==> src/rtl/pipe_hazard_ctrl_pkg.sv <==
// Shared definitions for the pipeline hazard sequencer: FSM encodings and field widths.
// The same encodings are used by the pipeline top and its bench.
package pipe_hazard_ctrl_pkg;

    localparam int REG_NUM_W  = 5;
    localparam int BUB_CNT_W  = 2;
    localparam int TO_CNT_W   = 8;
    localparam int PERF_CNT_W = 32;

    typedef enum logic [1:0] {
        RUN      = 2'd0,
        LU_STALL = 2'd1,
        MEM_WAIT = 2'd2
    } hz_state_e;

    // Folds an unused encoding back to RUN so a corrupted state self-recovers.
    function automatic hz_state_e legal_state(input hz_state_e s);
        case (s)
            LU_STALL: legal_state = LU_STALL;
            MEM_WAIT: legal_state = MEM_WAIT;
            default:  legal_state = RUN;
        endcase
    endfunction

endpackage

==> src/rtl/pipe_hazard_ctrl_load_use_detect.sv <==
// Combinational load-use compare: ID source operands against the destination of a load in EXE.
// Register 0 is never a real dependency.
module load_use_detect
    import pipe_hazard_ctrl_pkg::*;
(
    input  logic [REG_NUM_W-1:0] id_rs,
    input  logic [REG_NUM_W-1:0] id_rt,
    input  logic                 id_uses_rs,
    input  logic                 id_uses_rt,
    input  logic                 exe_load,
    input  logic [REG_NUM_W-1:0] exe_num_write,
    output logic                 hazard
);

    logic rs_match;
    logic rt_match;
    logic dest_live;

    always_comb begin
        rs_match  = id_uses_rs && (id_rs == exe_num_write);
        rt_match  = id_uses_rt && (id_rt == exe_num_write);
        dest_live = exe_load && (exe_num_write != '0);
        hazard    = dest_live && (rs_match || rt_match);
    end

endmodule

==> src/rtl/pipe_hazard_ctrl.sv <==
// Stall/flush sequencer for the 5-stage pipeline: load-use bubbles, branch/jump flushes and
// memory-wait freeze with timeout abort. Define HAZ_PERF_EN to add stall/flush event counters.
module pipe_hazard_ctrl
    import pipe_hazard_ctrl_pkg::*;
#(
    parameter int unsigned LOAD_BUBBLES = 1,
    parameter int unsigned MEM_TIMEOUT  = 15
) (
    input  logic                  clock,
    input  logic                  reset,
    input  logic [REG_NUM_W-1:0]  id_rs,
    input  logic [REG_NUM_W-1:0]  id_rt,
    input  logic                  id_uses_rs,
    input  logic                  id_uses_rt,
    input  logic                  id_jump,
    input  logic                  exe_load,
    input  logic [REG_NUM_W-1:0]  exe_num_write,
    input  logic                  exe_branch_taken,
    input  logic                  mem_req,
    input  logic                  mem_ready,
    output logic                  pc_hold,
    output logic                  ifid_hold,
    output logic                  ifid_flush,
    output logic                  idexe_hold,
    output logic                  idexe_flush,
    output logic                  exmem_hold,
    output logic                  mem_err,
`ifdef HAZ_PERF_EN
    output logic [PERF_CNT_W-1:0] stall_cnt,
    output logic [PERF_CNT_W-1:0] flush_cnt,
`endif
    output logic [1:0]            state_dbg
);

    localparam logic [BUB_CNT_W-1:0] BUB_INIT = BUB_CNT_W'(LOAD_BUBBLES - 1);
    localparam logic [TO_CNT_W-1:0]  TO_LAST  = TO_CNT_W'(MEM_TIMEOUT - 1);

    hz_state_e              state_q, state_d;
    hz_state_e              ret_q, ret_d;
    hz_state_e              eff_state;
    logic [BUB_CNT_W-1:0]   bub_cnt_q, bub_cnt_d;
    logic [TO_CNT_W-1:0]    to_cnt_q, to_cnt_d;
    logic                   mem_err_q, mem_err_d;
    logic                   hazard;
    logic                   waiting;

    load_use_detect u_load_use_detect (
        .id_rs         (id_rs),
        .id_rt         (id_rt),
        .id_uses_rs    (id_uses_rs),
        .id_uses_rt    (id_uses_rt),
        .exe_load      (exe_load),
        .exe_num_write (exe_num_write),
        .hazard        (hazard)
    );

    always_comb begin
        pc_hold     = 1'b0;
        ifid_hold   = 1'b0;
        ifid_flush  = 1'b0;
        idexe_hold  = 1'b0;
        idexe_flush = 1'b0;
        exmem_hold  = 1'b0;
        state_d     = state_q;
        ret_d       = ret_q;
        bub_cnt_d   = bub_cnt_q;
        to_cnt_d    = to_cnt_q;
        mem_err_d   = 1'b0;

        // While frozen on memory the cycle is judged as the state that was interrupted.
        eff_state = (state_q == MEM_WAIT) ? legal_state(ret_q) : legal_state(state_q);
        // The abort cycle releases the pipe even if the memory is still not ready.
        waiting   = mem_req && !mem_ready && !mem_err_q;

        if (waiting) begin
            pc_hold    = 1'b1;
            ifid_hold  = 1'b1;
            idexe_hold = 1'b1;
            exmem_hold = 1'b1;
            if (to_cnt_q == TO_LAST) begin
                mem_err_d = 1'b1;
                state_d   = RUN;
                ret_d     = RUN;
                bub_cnt_d = '0;
                to_cnt_d  = '0;
            end else begin
                state_d  = MEM_WAIT;
                ret_d    = eff_state;
                to_cnt_d = to_cnt_q + 1'b1;
            end
        end else begin
            to_cnt_d = '0;
            state_d  = eff_state;
            ret_d    = RUN;
            if (exe_branch_taken) begin
                ifid_flush  = 1'b1;
                idexe_flush = 1'b1;
                state_d     = RUN;
                bub_cnt_d   = '0;
            end else if (eff_state == LU_STALL) begin
                pc_hold     = 1'b1;
                ifid_hold   = 1'b1;
                idexe_flush = 1'b1;
                if (bub_cnt_q <= BUB_CNT_W'(1)) begin
                    state_d   = RUN;
                    bub_cnt_d = '0;
                end else begin
                    bub_cnt_d = bub_cnt_q - 1'b1;
                end
            end else if (hazard) begin
                pc_hold     = 1'b1;
                ifid_hold   = 1'b1;
                idexe_flush = 1'b1;
                if (LOAD_BUBBLES > 1) begin
                    state_d   = LU_STALL;
                    bub_cnt_d = BUB_INIT;
                end
            end else if (id_jump) begin
                ifid_flush = 1'b1;
            end
        end
    end

    always_ff @(posedge clock or negedge reset) begin
        if (!reset) begin
            state_q   <= RUN;
            ret_q     <= RUN;
            bub_cnt_q <= '0;
            to_cnt_q  <= '0;
            mem_err_q <= 1'b0;
        end else begin
            state_q   <= state_d;
            ret_q     <= ret_d;
            bub_cnt_q <= bub_cnt_d;
            to_cnt_q  <= to_cnt_d;
            mem_err_q <= mem_err_d;
        end
    end

    assign mem_err   = mem_err_q;
    assign state_dbg = state_q;

`ifdef HAZ_PERF_EN
    logic [PERF_CNT_W-1:0] stall_cnt_q, stall_cnt_d;
    logic [PERF_CNT_W-1:0] flush_cnt_q, flush_cnt_d;

    always_comb begin
        stall_cnt_d = stall_cnt_q + PERF_CNT_W'(pc_hold);
        flush_cnt_d = flush_cnt_q + PERF_CNT_W'(ifid_flush || idexe_flush);
    end

    always_ff @(posedge clock or negedge reset) begin
        if (!reset) begin
            stall_cnt_q <= '0;
            flush_cnt_q <= '0;
        end else begin
            stall_cnt_q <= stall_cnt_d;
            flush_cnt_q <= flush_cnt_d;
        end
    end

    assign stall_cnt = stall_cnt_q;
    assign flush_cnt = flush_cnt_q;
`endif

    a_ifid_excl: assert property (@(posedge clock) disable iff (!reset) !(ifid_hold && ifid_flush));
    a_idexe_excl: assert property (@(posedge clock) disable iff (!reset) !(idexe_hold && idexe_flush));

endmodule
==> config.mk <==
export PLATFORM = sky130hd
export DESIGN_NAME = pipe_hazard_ctrl
export DESIGN_NICKNAME = d
export VERILOG_FILES = /design/src/rtl/pipe_hazard_ctrl_pkg.sv /design/src/rtl/pipe_hazard_ctrl_load_use_detect.sv /design/src/rtl/pipe_hazard_ctrl.sv
export SDC_FILE = /design/constraint.sdc
export NUM_CORES = 1
export LEC_CHECK = 0
export ABC_AREA = 1
export CAP_MARGIN = 20
export CORE_MARGIN = 4
export CORE_UTILIZATION = 48
export CTS_CLUSTER_SIZE = 30
export DETAILED_ROUTE_END_ITERATION = 6
export HOLD_SLACK_MARGIN = 0.15
export PLACE_DENSITY = 0.86
export SLEW_MARGIN = 20
export SYNTH_ARGS = -nofsm -noshare
export SYNTH_HDL_FRONTEND = slang
export SYNTH_SLANG_ARGS = --single-unit
==> constraint.sdc <==
create_clock -name clock -period 3.74 [get_ports clock]
set_input_delay 0.748 -clock clock [delete_from_list [all_inputs] [get_ports clock]]
set_output_delay 0.748 -clock clock [all_outputs]
set_load 0.005 [all_outputs]
Yosys cells after proc, flatten, opt, wreduce, memory -nomap -nowiden
Cells that the tools add are included.
Storage, ports and cells
  register bits after elaboration: 15
  bits in latches: 0
  RAM bits: 0
  memory bits (read-only): 0
  output and inout bits: 9
  logic and storage cells: 60
  memories: 0
Cells by class
  $add $sub $neg: 2
  multiply operators: 0
  div/mod/pow operators: 0
  magnitude comparators: 1
  equal/unequal tests: 9
  shift-type cells: 0
  muxes and demuxes: 31
  bitwise logic cells: 0
  reductions and logical operators: 12
Operator list (count)
  $mux 2: 13
  $mux 8: 2
  $mux 1: 15
  $eq 5x5->1: 2
  $add 8x1->8 const B: 1
  $eq 8x4->1 const B: 1
  $eq 2x1->1 const B: 3
  $logic_and 1x1->1: 6
  $reduce_bool 5->1: 1
  $eq 2x2->1 const B: 2
  $pmux 2 s2: 1
  $reduce_bool 3->1: 1
  $le 2x1->1 const B: 1
  $logic_not 1->1: 2
  $ne 2x1->1 const B: 1
  $reduce_and 2->1: 1
  $sub 2x1->2 const B: 1
  $logic_or 1x1->1: 1

Longest topological paths before layout
  depth in word-level cells: 8
  mapped depth: 11
  depth with buffers taken out: 10

By module
Synthesis repeated with hierarchy kept, for this count alone.
Unflattened totals
  cells, all modules: 153
  area, all modules: 1014.7 um^2
Modules (own cells, without submodules)
  pipe_hazard_ctrl: instances 1, cells an instance 99, area an instance 798.3 um^2
  load_use_detect: instances 1, cells an instance 54, area an instance 216.5 um^2

Worst setup path after synthesis
Ideal clock, no wire load.
  path kind: in2out
  start point: input exe_num_write[3]
  end point: output pc_hold
  data arrival time: 1.447 ns
  required time: 2.992 ns
  slack: 1.545 ns
  stages: 9
  path buffers: 1
  cells stage by stage: inv_1 > nand4_1 > o21ai_0 > inv_1 > nand2_1 > nand2_1 > nand2_1 > nand2_1 > buf_4
Between the ends
  longest elaborated chain between the ends: 8
  elaborated cells on any way between the ends: 12
  those cells by class: eq/ne (2); mux (4); reduce/logical (6)
RTL lines
  start, declared: line pipe_hazard_ctrl.sv:17  | input logic [REG_NUM_W-1:0] exe_num_write,
  $eq 5x5->1 (on tied branches): line pipe_hazard_ctrl_load_use_detect.sv:20, pipe_hazard_ctrl_load_use_detect.sv:21
  $logic_and 1x1->1 (on tied branches): line pipe_hazard_ctrl_load_use_detect.sv:20, pipe_hazard_ctrl_load_use_detect.sv:21
  $logic_or 1x1->1: line pipe_hazard_ctrl_load_use_detect.sv:23  | hazard = dest_live && (rs_match || rt_match);
  $logic_and 1x1->1 *: line pipe_hazard_ctrl_load_use_detect.sv:23
  $mux 1 * (4 in series)
  end, declared: line pipe_hazard_ctrl.sv:21  | output logic pc_hold,
Mark *: on every way between the ends. The rest lies on a longest branch, timed or not.

Final worst setup path
  start point: input exe_num_write[4]
  end point: output ifid_hold
Between the ends
  longest elaborated chain between the ends: 8
  elaborated cells on any way between the ends: 12
  those cells by class: eq/ne (2); mux (4); reduce/logical (6)
RTL lines
  $eq 5x5->1 (on tied branches): line pipe_hazard_ctrl_load_use_detect.sv:20, pipe_hazard_ctrl_load_use_detect.sv:21
  $logic_and 1x1->1 (on tied branches): line pipe_hazard_ctrl_load_use_detect.sv:20, pipe_hazard_ctrl_load_use_detect.sv:21
  $logic_or 1x1->1: line pipe_hazard_ctrl_load_use_detect.sv:23
  $logic_and 1x1->1 *: line pipe_hazard_ctrl_load_use_detect.sv:23
  $mux 1 *: line pipe_hazard_ctrl.sv:110  | end else if (hazard) begin
  $mux 1 *: line pipe_hazard_ctrl.sv:100  | end else if (eff_state == LU_STALL) begin
  $mux 1 *: line pipe_hazard_ctrl.sv:95  | if (exe_branch_taken) begin
  $mux 1 *: line pipe_hazard_ctrl.sv:75  | if (waiting) begin
  end, declared: line pipe_hazard_ctrl.sv:22  | output logic ifid_hold,
Marked as above.

==> impl_results.md <==
* Result of the run: completed
* Top-count cell post-synth: nand2_1
* Total inserted antenna cells at 0
* Overall global routing resource usage at 0.1839
* P_leak at 0.6703 nW
* Number of global-route vias before repair at 977
* Reg-to-reg setup timing slack at 2.33 ns
* Initial drt markers at 16
* Power per cell area at 245.7 nW/µm²
* Share of async-settable or async-resettable flops after synthesis at 1.000
* Hold EP: bub_cnt_q[0]
* Clock buffer count from CTS at 3
* Count of final max-slew check failures at 0
* Maximum level of the CTS H-tree at 1
* Cell area after synthesis at 977.2 µm²
* Sum of negative setup slack at 0 ns
* Number of nets produced by synthesis at 167
* Standard-cell row count at 16
* Maximum achievable frequency at 309.7 MHz
* Min Tclk post-route at 3.229 ns
* Yosys top cell by area: dfrtp_1
* Worst setup path startpoint: exe_num_write[4]
* Post-detailed-routing wire length at 2.285 mm
* Part of the Yosys area used for sequential elements at 0.3841
* Top cells by instance count after synthesis: nand2_1, inv_1, nor2_1
* Arr. time, crit path at 2.48 ns
* Ordered cell list for the critical path: clkdlybuf4s50_1 > inv_1 > nand2_1 > nand2_1 > nor2_1 > nand3_1 > nand2_1 > nand2_1 > nand2_1 > nand2_1 > nand2_1 > clkdlybuf4s50_1
* GRT overflow at 0
* Detailed Routing Iterations Pass 1 at 4
* Clock latency reported for the late side of the worst-skew pair at 0.28 ns
* Crit Path Max Fanout at 4
* Remaining DRCs at 0
* Hold slack final at 0.4960 ns
* Class of the most critical hold timing path: register to register
* Core area at 1942 µm²
* Number of different library cells in the post-synthesis netlist at 24
* Synth top area share at 0.3841
* Type of the setup path with the least slack: input port to output pin
* Post-synthesis cell count at 141
* Mean number of vias per cell at 4.802
* Layout Skew at 0.008847 ns
* Wire length of the first global-routing pass at 3.864 mm
* Buffers & Inverters on Critical Path at 3
* CTS clk-pin slew, worst paths at 0.08 ns
* Vias at 970
* Tightest Pin Transition at 0.6795 ns
* Final worst-path cycle share at 0.8635
* RePlAce Congestion at 0.7326
* Post-cts repair resize count at 0
* Worst path top cell family by delay: buffers and inverters
* Min-Delay Path Depth at 1
* Hold buffers post-CTS at 0
* Most used flip-flop cell after synthesis: dfrtp_1
* Sink count of the clock tree at 15
* Buffers from clock root to sink, at most at 2
* Post-place setup slack at 0.4943 ns
* DP Wirelength at 1.909 mm
* Layout overhead on the synthesized area at 37.39%
* Fin. Hold Viols at 0
* Library cell used as clock root buffer: clkbuf_4
* Number of top-level pins at 33
* Register-to-Register Path Depth at 5
* Final worst slack at 0.5107 ns
* Clock tree from TritonCTS: built
* Initial core utilization at 0.5032
* Die Y-Extent at 53.12 µm
* RSZ-0062 raised after global routing: false
* Pin count of the biggest net entering global routing at 16
* Cell seen most often among critical-path stages: nand2_1
* Count of final setup violators at 0
* Layout cells sized above 1 at 0.08571
* Slew Limit Headroom at 0.5456
* Net count reported at finish at 202
* Worst IR Drop VDD at 0.0002656 V
* Number of max-cap violations at 0
* Count of flip-flops with a built-in enable after synthesis at 0
* Kind of start point of the critical path: input port
* Cell with the largest stage delay on the worst path: clkdlybuf4s50_1
* Delay of the slowest cell on the worst path at 0.52 ns
* HP Start: bub_cnt_q[0]
* Crit Reg-Reg Endpoint: to_cnt_q[0]
* Antenna violations before repair at 0
* Routed wire per std cell at 11.31 µm
* Die X-Extent at 53.12 µm
* Post-Syn Area per Cell at 6.930 µm²
* Register bit total from synthesis at 15
* Endpoint required time on the critical path at 2.99 ns
* Port bufs at 32
* Setup crit end kind: output pin
* Detail Route Antenna Nets at 0
* Area of the die at 2822 µm²
* Synth top area cells: dfrtp_1, nand2_1, inv_1, nor2_1, nand3_1
* Post-CTS setup-driven buffer insertion count at 0
* Ys Warns at 0
* Util after Layout at 0.6914
* Post-layout power at 0.3299 mW
* Startpoint of the worst register-to-register path: mem_err
[sequential cells by signal, indices dropped and copies added (netlist names)]
register / flops
ret_q: 2
bub_cnt_q: 2
state_dbg: 2
mem_err: 1
to_cnt_q: 8
[stage by stage]
step	cells	cell area (µm²)
2_1_floorplan	141	977.2
3_5_place_dp	198	1316
3_3_place_gp	198	1316
4_1_cts	202	1343
6_report	202	1343
5_1_grt	202	1343
[worst reg2reg max path: stages (launching register included)]
cell     delay, ns
dfrtp_1       0.42
nor3_4        0.34
inv_2         0.17
nor2_4        0.20
inv_2         0.09
nor2_1        0.11
[per-layer routing]
layer,track usage,part of all wire
met5,0,0
met4,0.02979,0.0039
met3,0.04225,0.065
met2,0.3368,0.52
met1,0.2193,0.41
[logic make-up after synthesis]
| family | synth area share |
|---|---|
| AOI/OAI and AO/OA | 0.08195 |
| xor gates and xnor gates | 0.008965 |
| adders and majority gates | 0.02560 |
| buffers and inverters | 0.1268 |
| DFF | 0.3841 |
| and+or+nand+nor | 0.3726 |
[power by group]
| part | total (mW) | switching, mW | internal [mW] |
|---|---|---|---|
| Sequential | 0.165 | 0.00175 | 0.164 |
| Clock | 0.0930 | 0.0516 | 0.0414 |
| Combinational | 0.0715 | 0.0322 | 0.0394 |
[cell usage in the layout (no fill, tap or decap)]
cell,count
a21oi_1,2
a21oi_2,2
nor2_1,21
xor2_1,1
inv_1,27
o31ai_1,1
clkdlybuf4s50_1,32
inv_2,2
nor3_2,3
dfrtp_1,15
a31o_2,1
nor3_1,3
o21ai_1,1
o21ai_0,4
nand3_1,7
nand4_1,2
a21boi_2,1
nor3_4,1
clkbuf_4,3
nor4_1,1
nor2_2,1
and3_1,1
clkbuf_1,1
ha_1,2
nand2_1,39
nor2_4,1
[worst max path at each step]
stage                             end  depth (start not counted)  slack (ns)
after global routing      idexe_flush                         12        0.33
final                       ifid_hold                         12        0.51
after detailed placement    ifid_hold                         12        0.49
after floorplan               pc_hold                          9        1.55
after global placement      ifid_hold                         12        0.55
after CTS                   ifid_hold                         12        0.49
[final cells by class]
class | instances | area, µm²
Fill cell | 165 | 599.3
Multi-Input combinational cell | 95 | 478.0
Sequential cell | 15 | 375.4
Timing Repair Buffer | 32 | 320.3
Inverter | 29 | 108.9
Tap cell | 27 | 33.78
Clock buffer | 4 | 26.28
Note: power is estimated with default switching activity, not from simulation.
